### src/rtl/bus_terminal_fifo.sv
// Per-terminal bus endpoint: a TX FIFO loaded by the host and drained by the bus
// through pndng/pop/D_pop, plus an address-filtered RX FIFO that captures bus
// push traffic for this terminal (or broadcast) and presents it to the host.
module bus_terminal_fifo #(
  parameter int unsigned pckg_sz   = 16,
  parameter int unsigned depth     = 8,
  parameter logic [7:0]  id        = 8'h00,
  parameter logic [7:0]  broadcast = 8'hFF
) (
  input  logic                      clk,
  input  logic                      reset,
  input  logic                      tx_wr,
  input  logic [pckg_sz-1:0]        tx_data,
  output logic                      tx_full,
  output logic [$clog2(depth):0]    tx_count,
  output logic [7:0]                tx_drop,
  output logic                      pndng,
  output logic [pckg_sz-1:0]        D_pop,
  input  logic                      pop,
  input  logic                      push,
  input  logic [pckg_sz-1:0]        D_push,
  output logic                      rx_valid,
  output logic [pckg_sz-1:0]        rx_data,
  input  logic                      rx_rd,
  output logic [$clog2(depth):0]    rx_count,
  output logic [7:0]                rx_ovf,
  output logic [7:0]                rx_miss,
  output logic                      pop_err
);

  localparam int unsigned AW = $clog2(depth);
  localparam int unsigned CW = AW + 1;
  localparam logic [CW-1:0] FULL_CNT = CW'(depth);

  logic [pckg_sz-1:0] tx_mem [depth];
  logic [pckg_sz-1:0] rx_mem [depth];
  logic [AW-1:0]      tx_rp, tx_wp, rx_rp, rx_wp;
  logic [CW-1:0]      tx_cnt_nxt, rx_cnt_nxt;

  logic tx_pop_ok, tx_wr_ok, tx_wr_drop, pop_bad;
  logic rx_hit, rx_rd_ok, rx_wr_ok, rx_lost, rx_filtered;

  // TX handshake decode; a full FIFO still takes a write when the bus pops the same cycle
  always_comb begin
    tx_pop_ok  = pop && pndng;
    pop_bad    = pop && !pndng;
    tx_wr_ok   = tx_wr && (!tx_full || tx_pop_ok);
    tx_wr_drop = tx_wr && !tx_wr_ok;
  end

  // RX address filter and handshake decode
  always_comb begin
    rx_hit      = push && ((D_push[pckg_sz-1 -: 8] == id) ||
                           (D_push[pckg_sz-1 -: 8] == broadcast));
    rx_filtered = push && !rx_hit;
    rx_rd_ok    = rx_rd && rx_valid;
    rx_wr_ok    = rx_hit && (!rx_full_q() || rx_rd_ok);
    rx_lost     = rx_hit && !rx_wr_ok;
  end

  function automatic logic rx_full_q();
    return rx_count == FULL_CNT;
  endfunction

  // Next occupancy values, shared by the count registers and the registered flags
  always_comb begin
    tx_cnt_nxt = tx_count;
    case ({tx_wr_ok, tx_pop_ok})
      2'b10:   tx_cnt_nxt = tx_count + 1'b1;
      2'b01:   tx_cnt_nxt = tx_count - 1'b1;
      default: tx_cnt_nxt = tx_count;
    endcase
    rx_cnt_nxt = rx_count;
    case ({rx_wr_ok, rx_rd_ok})
      2'b10:   rx_cnt_nxt = rx_count + 1'b1;
      2'b01:   rx_cnt_nxt = rx_count - 1'b1;
      default: rx_cnt_nxt = rx_count;
    endcase
  end

  // FIFO storage; contents are deliberately left untouched by reset
  always_ff @(posedge clk) begin
    if (tx_wr_ok) tx_mem[tx_wp] <= tx_data;
    if (rx_wr_ok) rx_mem[rx_wp] <= D_push;
  end

  // Pointers, occupancy and registered status flags
  always_ff @(posedge clk or posedge reset) begin
    if (reset) begin
      tx_rp    <= '0;
      tx_wp    <= '0;
      rx_rp    <= '0;
      rx_wp    <= '0;
      tx_count <= '0;
      rx_count <= '0;
      pndng    <= 1'b0;
      tx_full  <= 1'b0;
      rx_valid <= 1'b0;
    end else begin
      if (tx_wr_ok)  tx_wp <= tx_wp + 1'b1;
      if (tx_pop_ok) tx_rp <= tx_rp + 1'b1;
      if (rx_wr_ok)  rx_wp <= rx_wp + 1'b1;
      if (rx_rd_ok)  rx_rp <= rx_rp + 1'b1;
      tx_count <= tx_cnt_nxt;
      rx_count <= rx_cnt_nxt;
      pndng    <= (tx_cnt_nxt != '0);
      tx_full  <= (tx_cnt_nxt == FULL_CNT);
      rx_valid <= (rx_cnt_nxt != '0);
    end
  end

  // Saturating event counters and the sticky pop error flag
  always_ff @(posedge clk or posedge reset) begin
    if (reset) begin
      tx_drop <= '0;
      rx_ovf  <= '0;
      rx_miss <= '0;
      pop_err <= 1'b0;
    end else begin
      if (tx_wr_drop  && tx_drop != '1) tx_drop <= tx_drop + 8'd1;
      if (rx_lost     && rx_ovf  != '1) rx_ovf  <= rx_ovf  + 8'd1;
      if (rx_filtered && rx_miss != '1) rx_miss <= rx_miss + 8'd1;
      if (pop_bad) pop_err <= 1'b1;
    end
  end

  // First-word fall-through heads, forced to zero while the FIFO is empty
  always_comb begin
    D_pop   = pndng    ? tx_mem[tx_rp] : '0;
    rx_data = rx_valid ? rx_mem[rx_rp] : '0;
  end

endmodule

### config.mk
export PLATFORM = sky130hd
export DESIGN_NAME = bus_terminal_fifo
export DESIGN_NICKNAME = d
export VERILOG_FILES = /design/src/rtl/bus_terminal_fifo.sv
export SDC_FILE = /design/constraint.sdc
export NUM_CORES = 1
export LEC_CHECK = 0
export CAP_MARGIN = 20
export CORE_MARGIN = 2
export CORE_UTILIZATION = 35
export DETAILED_ROUTE_END_ITERATION = 8
export DONT_BUFFER_PORTS = 1
export PLACE_DENSITY = 0.54
export SETUP_SLACK_MARGIN = 0.02
export SLEW_MARGIN = 20
export SYNTH_ARGS = -nofsm -noshare
export SYNTH_HDL_FRONTEND = slang
export SYNTH_SLANG_ARGS = --single-unit
### constraint.sdc
create_clock -name clk -period 3.7 [get_ports clk]
set_clock_uncertainty 0.05 [all_clocks]
set_input_delay 0.555 -clock clk [delete_from_list [all_inputs] [get_ports clk]]
set_output_delay 0.555 -clock clk [all_outputs]
set_load 0.01 [all_outputs]
== After elaboration in Yosys (flattened, before gate mapping) ==
Memory sizes are Yosys's and may differ from the RTL's.
Index checks and enable logic that the tools add are counted.

* Bits in registers: 48
* Bits in writable memories: 256
* Input port bits: 38
* Word-level logic and storage cells: 68
* Memories kept: 2

* Add/sub/neg operators: 11
* Equal/unequal tests: 10
* Multiplexer cells: 8
* Reductions and logical operators: 24

{| class="wikitable"
|+ Memory list
! memory !! depth !! bits a word !! read ports !! clocked after Yosys merged registers in !! wr ports !! RTL line !! text
|-
| rx_mem || 8 || 16 || 1 || 0 || 1 || 36 || <nowiki>logic [pckg_sz-1:0] rx_mem [depth];</nowiki>
|-
| tx_mem || 8 || 16 || 1 || 0 || 1 || 35 || <nowiki>logic [pckg_sz-1:0] tx_mem [depth];</nowiki>
|}

{| class="wikitable"
|+ Operator list
! operator !! number
|-
| two-way mux 16 bit || 2
|-
| adder 8 x 1 -> 8 bit (second input constant) || 3
|-
| != test 8 bit (second input constant) || 3
|-
| case mux 4 bit (2 select lines) || 2
|-
| adder 3 x 1 -> 3 bit (second input constant) || 4
|-
| logical AND 1 bit || 12
|-
| adder 4 x 1 -> 4 bit (second input constant) || 2
|-
| == test 4 bit (second input constant) || 2
|-
| == test 8 bit (second input constant) || 1
|-
| zero test 8 bit || 1
|-
| nonzero test 4 bit || 2
|-
| subtractor 4 x 1 -> 4 bit (second input constant) || 2
|-
| zero test 1 bit || 6
|-
| == test 2 x 1 -> 1 bit (second input constant) || 2
|-
| == test 2 bit (second input constant) || 2
|-
| two-way mux 1 bit || 4
|-
| logical OR 1 bit || 3
|}

== Longest topological paths before layout ==
Gate-level depths: netlist of run 1.

* Word-level depth: 7
* Depth in mapped cells: 11

== Worst setup path after synthesis of run 1 ==
No wires, ideal clock.

* Kind: in2reg
* Start point: input D_push[8]
* End point: memory rx_mem[1][0] (enable)
* Library setup time: 430 ps
* Data arrival time: 2942 ps
* Data required time: 3220 ps
* Path slack: 278 ps
* Cell stages on the path: 5
* Buffers on the path: 0
* Path through: nor4_1 -> nand2_1 -> a21boi_2 -> nand2_1 -> nor4_1

* Word-level cells in the longest chain between the ends: 6

{| class="wikitable"
|+ Ends and longest elaborated chain
! item !! RTL line !! text
|-
| start: declaration || 21 || <nowiki>input logic [pckg_sz-1:0] D_push,</nowiki>
|-
| == test 8 bit or zero test 8 bit (tied branches) || 54, 53 ||
|-
| logical OR 1 bit * || 53 || <nowiki>rx_hit = push && ((D_push[pckg_sz-1 -: 8] == id) ||</nowiki>
|-
| logical AND 1 bit * || 53 ||
|-
| logical AND 1 bit * || 57 || <nowiki>rx_wr_ok = rx_hit && (!rx_full_q() || rx_rd_ok);</nowiki>
|-
| two-way mux 1 bit * || 84 || <nowiki>if (rx_wr_ok) rx_mem[rx_wp] <= D_push;</nowiki>
|-
| two-way mux 1 bit (implied by the code) * || 84 ||
|-
| end: declaration || 36 ||
|}

Every way passes the cells marked *; elsewhere a longest branch is shown, timed or not.

== Worst setup path in the final report of run 1 ==
* Start point: register rx_rp[0]
* End point: output rx_data[6]

* Word-level cells in the longest chain between the ends: 2

{| class="wikitable"
|+ Ends and longest elaborated chain
! item !! RTL line !! text
|-
| start: declaration || 37 || <nowiki>logic [AW-1:0] tx_rp, tx_wp, rx_rp, rx_wp;</nowiki>
|-
| start signal: assignment || 103 || <nowiki>if (rx_rd_ok) rx_rp <= rx_rp + 1'b1;</nowiki>
|-
| memory (8 x 16 bit) || -- ||
|-
| two-way mux 16 bit || 130 || <nowiki>rx_data = rx_valid ? rx_mem[rx_rp] : '0;</nowiki>
|-
| end: declaration || 23 || <nowiki>output logic [pckg_sz-1:0] rx_data,</nowiki>
|}

No other way between the ends.

==> impl_metrics.ini, run 1 <==
[floorplanning]
die_w_um = 191
die_height_um = 191
core_area_mm2 = 0.0345
rows = 68
die-area_mm2 = 0.0367
io_pins = 106
start_util_pct = 35.6

[grt]
grt_pass1_vias = 6396
grt_use_total_pct = 13.8
grt_max_degree = 49
antenna_found_initial = 1
grt_pass1_wl_um = 37800
overflow = 0

[drt]
dr.max_layer_used = met4
wl_per_cell_um = 20.8
wl_met2_um = 12100
dr_total_vias = 5903
wirelength_um = 24400
wl_met3_um = 1860
post-route-drc-count = 0
drt_iter0_drc = 351
avgViaCountPerCell = 5.02
drtAntennaViolNets = 0
firstDrtPassIters = 4
wl_met1_um = 9940

[placement]
post-place-cells = 1114
gp_congestion = 0.752
place_area_mm2 = 0.0130
io_buffers = 0
dp_hpwl_um = 15100

[critical_path]
worstPathMaxFanout = 20
end_kind = output pin
cp.required_ps = 3090
cp-start-kind = flip-flop
crit_arrival_ps = 2480
critical_path_class = reg2out

[clock_network]
root_buffer = clkbuf_16
htreeDepth = 2
insertion_delay_ps = 510
post-cts-setup-buffer-count = 0
clk_path_buf_depth = 3
path_clk_slew_ps = 50
hold_buffers = 0
cts_buffers = 34
cts_repair_resize_count = 0
clock_sinks = 304
cts_tree = built

[synthesis]
syn_nets = 709
avgSynthCellArea_um2 = 18.7
ys_seq_area_share_pct = 72.3
syn-cell-area_mm2 = 0.0123
syn_inst = 657
ys_seq_elements = 304
async_flop_share_pct = 15.8
ys_warn_count = 0
synth_ff_type = edfxtp_1
yosysUniqueCellTypes = 43
synth_edf_count = 256

[layout]
fill_cells = 3120
antenna_cells = 0
final_common_cell = edfxtp_1
fin_area_mm2 = 0.0141
area_delta_synth_final_pct = 14.4
post-route-util_pct = 40.7
final_cell_mix = edfxtp_1, mux4_2, dfrtp_1, mux2i_1, clkbuf_16
nNetsFinal = 747
fin_cells = 1175
drive_above_1_share_pct = 22.6
multi_input_area_mm2 = 0.00329
seq_area_mm2 = 0.00889

[sta]
period_minus_slack_ps = 3080
rsz0062_at_grt = no
fin_setup_tns_ps = 0
finalCritPeriodShare_pct = 83.4
tightest_slew_ps = 904
finalHoldViolations = 0
slew_headroom_pct = 39.7
slew_viol_final = 0
fmax_mhz = 324
setup_violations = 0

[hold_path]
hold_path.class = in2async

[pwr]
peakVddDrop_v = 0.000376
p_per_area_mw_per_mm2 = 736
total_power_uw = 10400
leakage_uw = 0.00486

[flow_run]
max-cap-violations = 0

[outcome]
status = completed
registers in the layout, indices dropped and copies added, names as in the netlist:
register	cells
pop_err	1
rx_wp	3
rx_valid	1
tx_rp	3
tx_count	4
tx_wp	3
pndng	1
rx_miss	8
tx_mem	128
rx_rp	3
rx_ovf	8
tx_full	1
rx_mem	128
rx_count	4
tx_drop	8
worst max-delay path, cell delays in order, from the launching register on:
cell and delay (ps):
dfrtp_2 730, buf_12 280, mux4_2 530, mux2i_1 280
nor2b_1 150
Yosys cell counts (2+ instances only):
| master | count | area [um^2] |
|---|---|---|
| fa_1 | 2 | 40.0 |
| nor4_2 | 2 | 25.0 |
| mux2i_1 | 37 | 370 |
| mux2_2 | 7 | 78.8 |
| nand2b_1 | 4 | 25.0 |
| nor3_1 | 12 | 60.1 |
| and4_1 | 5 | 43.8 |
| and2_1 | 3 | 18.8 |
| clkbuf_1 | 13 | 48.8 |
| nand3_1 | 14 | 70.1 |
| mux4_2 | 64 | 1440 |
| xnor2_1 | 17 | 149 |
| dfrtp_1 | 48 | 1200 |
| a21bo_2 | 2 | 20.0 |
| nor2b_1 | 17 | 106 |
| buf_2 | 10 | 50.1 |
| or2_2 | 2 | 12.5 |
| nor4_1 | 8 | 50.1 |
| a21oi_1 | 3 | 15.0 |
| nor2_1 | 33 | 124 |
| nand2_1 | 26 | 97.6 |
| ha_1 | 12 | 150 |
| and3_1 | 3 | 18.8 |
| a21o_1 | 3 | 22.5 |
| inv_1 | 16 | 60.1 |
| edfxtp_1 | 256 | 7690 |
| xor2_1 | 17 | 149 |
| nand4_1 | 6 | 37.5 |
metrics by stage:
stage	hold slack (ps)	setup WS [ps]
after detailed placement	453	488
after global routing	49.6	453
final	41.6	616
after global placement	439	585
after floorplan	439	278
after CTS	58.3	525
worst paths after layout:
check / start / end / slack (ps) / cells past startpoint
worst max-delay path: rx_rp[0]$_DFFE_PP0P_ / rx_data[6] / 620 / 4
worst min-delay path: reset / rx_miss[1]$_DFFE_PP0P_ / 40 / 1
worst max register to register: rx_valid$_DFF_PP0_ / rx_valid$_DFF_PP0_ / 960 / 10
worst min register to register: tx_rp[0]$_DFFE_PP0P_ / tx_rp[0]$_DFFE_PP0P_ / 460 / 1
max in group asynchronous: reset / tx_rp[0]$_DFFE_PP0P_ / 3000 / 1
min in group clk: D_push[8] / rx_mem[3][8]$_DFFE_PP_ / 80 / 0
cells by family after synthesis:
logic type | count (synthesis) | synth area share (%)
AO/OA/AOI/OAI | 15 | 1.04
adder cells (fa/ha/maj) | 14 | 1.55
XOR/XNOR | 34 | 2.42
multiplexers | 109 | 15.5
AND/OR/NAND/NOR | 139 | 5.84
buffers and inverters | 42 | 1.44
flip-flops | 304 | 72.3
routing by layer:
layer  track usage, %  up-vias
met5                0        -
met4             4.44        0
met3             4.44       42
met2             23.1      141
met1             16.9     3060
li1                 -     2660
where the power goes:
| group | internal (uW) | switching [uW] | total (uW) |
|---|---|---|---|
| logic | 1280 | 1430 | 2710 |
| clock network | 1830 | 1300 | 3130 |
| registers | 4090 | 432 | 4530 |
| total | 7200 | 3160 | 10400 |
final cells by class:
type                    instances  area share [%]
multi-input cells             311            23.4
inverters                      17           0.462
clock buffers                  45            6.49
flip-flops and latches        304            63.2
well taps                     455            4.04
repair buffers                 27            1.53
clock inverters                16           0.951
No activity file was read; power rests on OpenSTA's default activity.
==> run 2: changes to the inputs <==
--- a/config.mk
+++ b/config.mk
@@ -10,7 +10,7 @@
 export CORE_UTILIZATION = 35
 export DETAILED_ROUTE_END_ITERATION = 8
 export DONT_BUFFER_PORTS = 1
-export PLACE_DENSITY = 0.54
+export PLACE_DENSITY = 0.56
 export SETUP_SLACK_MARGIN = 0.02
 export SLEW_MARGIN = 20
 export SYNTH_ARGS = -nofsm -noshare
==> constraint.sdc (replaced) <==
create_clock -name clk -period 2.6 [get_ports clk]
set_clock_uncertainty 0.05 [all_clocks]
set_input_delay 0.39 -clock clk [delete_from_list [all_inputs] [get_ports clk]]
set_output_delay 0.39 -clock clk [all_outputs]
set_load 0.01 [all_outputs]
==> run 2 against run 1 <==
Net effect: core utilization increased by 2.1 points; combinational power increased by 58%; cell area increased by 5.1%; cell count increased by 4.0%; largest power group unchanged.
==> impl_metrics.ini, run 2 (synthesis gave the netlist of run 1 again) <==
[critical_path]
path_delay_family = multiplexers
critPathBufInv = 1
cp.required_ps = 2160
cp-start-kind = flip-flop
worstPathMaxFanout = 17
max_stage_delay_ps = 510
cp_slowest_cell = mux4_2
end_kind = output pin
r2r-start = tx_full$_DFF_PP0_
rr_endpoint = tx_full$_DFF_PP0_
crit_chain = bufbuf_16, mux4_2, mux2i_1, nor2b_1
ff2ff_setup_slack_ps = 170
crit_arrival_ps = 2070
critical_path_class = reg2out
rr_worst_depth = 9

[grt]
grt_use_total_pct = 14.0
overflow = 0
antenna_found_initial = 0
grt_pass1_wl_um = 38400
grt_pass1_vias = 6565
grt_max_degree = 35

[clock_network]
cts_tree = built
clk_path_buf_depth = 3
root_buffer = clkbuf_16
path_clk_slew_ps = 50
clock_sinks = 304
insertion_delay_ps = 510
htreeDepth = 2
cts_buffers = 34

[floorplanning]
die-area_mm2 = 0.0367
rows = 68
start_util_pct = 35.6
core_area_mm2 = 0.0345
die_height_um = 191
die_w_um = 191
io_pins = 106

[layout]
antenna_cells = 0
area_delta_synth_final_pct = 20.3
nNetsFinal = 795
drive_above_1_share_pct = 24.0
final_cell_mix = edfxtp_1, mux4_2, dfrtp_1
top_regs = rx_mem (128), tx_mem (128)
final_common_cell = edfxtp_1
fin_cells = 1222
fill_cells = 3068

[drt]
post-route-drc-count = 0
wirelength_um = 25100
avgViaCountPerCell = 5.01
dr_total_vias = 6121
firstDrtPassIters = 5
drtAntennaViolNets = 0
wl_per_cell_um = 20.5
drt_iter0_drc = 320

[flow_run]
max-cap-violations = 0

[sta]
hold_ws_ps = 74.1
fmax_mhz = 398
finalHoldViolations = 0
tightest_slew_ps = 642
rsz0062_at_grt = yes
slew_viol_final = 0
worst_slack_ps = 88.4
slew_headroom_pct = 57.2
period_minus_slack_ps = 2510
setup_violations = 0
finalCritPeriodShare_pct = 96.6
fin_setup_tns_ps = 0

[pwr]
p_comb_share_pct = 27.9
p_sw_share_pct = 29.9
cellInternalPower_uw = 10800
p_per_area_mw_per_mm2 = 1040
leakage_uw = 0.00515
p_sw_uw = 4590
clockPowerShare_pct = 30.8
peakVddDrop_v = 0.000635
seqPwrFrac_pct = 41.4

[hold_path]
min_path_cells = 3
worstHoldEndpoint = tx_wp[0]$_DFFE_PP0P_
hold_path.class = in2reg
min_from = tx_wr

[placement]
post-place-ws_ps = -88.1
io_buffers = 0
dp_hpwl_um = 15000
gp_congestion = 0.757
post-place-cells = 1125

[outcome]
status = completed
## run 2: cell types whose count changed in the layout (fill, tap and decap cells not counted), sizes merged, moves of 2 or more
cell,change
buf,+12
bufinv,+3
clkbuf,-4
clkinv,+2
dlygate4sd3,+35
## run 2: how the worst max path moves through the flow
stage                    startpoint                endpoint  slack [ps]  cells after the start
2_1_floorplan             D_push[8]  rx_mem[6][0]$_DFFE_PP_        -300                      5
3_3_place_gp              D_push[8]   rx_count[3]$_DFF_PP0_         -60                     11
3_5_place_dp              D_push[8]      rx_valid$_DFF_PP0_         -90                     11
4_1_cts        rx_rp[0]$_DFFE_PP0P_             rx_data[13]          30                      4
5_1_grt        rx_rp[0]$_DFFE_PP0P_             rx_data[12]        -0.3                      4
6_report       rx_rp[0]$_DFFE_PP0P_             rx_data[12]          90                      4
## run 2: routing by layer
metal	wire, um	up-vias	track usage, %
met3	1520	35	3.67
met2	12600	152	23.5
met1	10400	3173	17.8
met4	542	0	4.26
li1	-	2761	-
met5	0	-	0
## run 2: worst register-to-register path, delay by kind of cell, from the launching register on
kind            cells  cell delay, ps
compound gates      3             600
xor+xnor            1              80
simple gates        2             260
mux                 1             350
flops               1             410
fa+ha+maj           2             560
## run 2: repair_timing
| item | 4_1_cts | 5_1_grt |
|---|---|---|
| gates cloned | 1 | 0 |
| gates resized for setup | 0 | 4 |
| hold buffers | 35 | 0 |
| endpoints found under the hold margin | 282 | 0 |
| buffers inserted | 1 | 0 |
| setup endpoints to repair | 11 | 7 |
## run 2: final cells by class
cell class              count  area [um^2]  area share, %
clock buffers              41          898           6.07
repair buffers             75          833           5.63
flip-flops and latches    304         8890           60.1
well taps                 455          569           3.85
multi-input cells         311         3320           22.5
clock inverters            19          216           1.46
inverters                  17         63.8          0.431
## run 2: per-stage QoR
stage               area [um^2]  utilization [%]  total power (uW)
floorplan                 12300                -              9440
global placement          13300             38.4             10500
detailed placement        13300             38.4             10700
CTS                       14800             42.8             15600
global route              14800             42.8             16200
finish                    14800             42.8             15400
## run 2: power groups by stage
| stage | Combinational, uW | Sequential [uW] | Clock, uW |
|---|---|---|---|
| 2_1_floorplan | 3200 | 6250 | 0 |
| 3_3_place_gp | 4090 | 6420 | 0 |
| 3_5_place_dp | 4190 | 6460 | 0 |
| 4_1_cts | 4390 | 6360 | 4890 |
| 5_1_grt | 4710 | 6440 | 5070 |
| 6_report | 4290 | 6360 | 4730 |
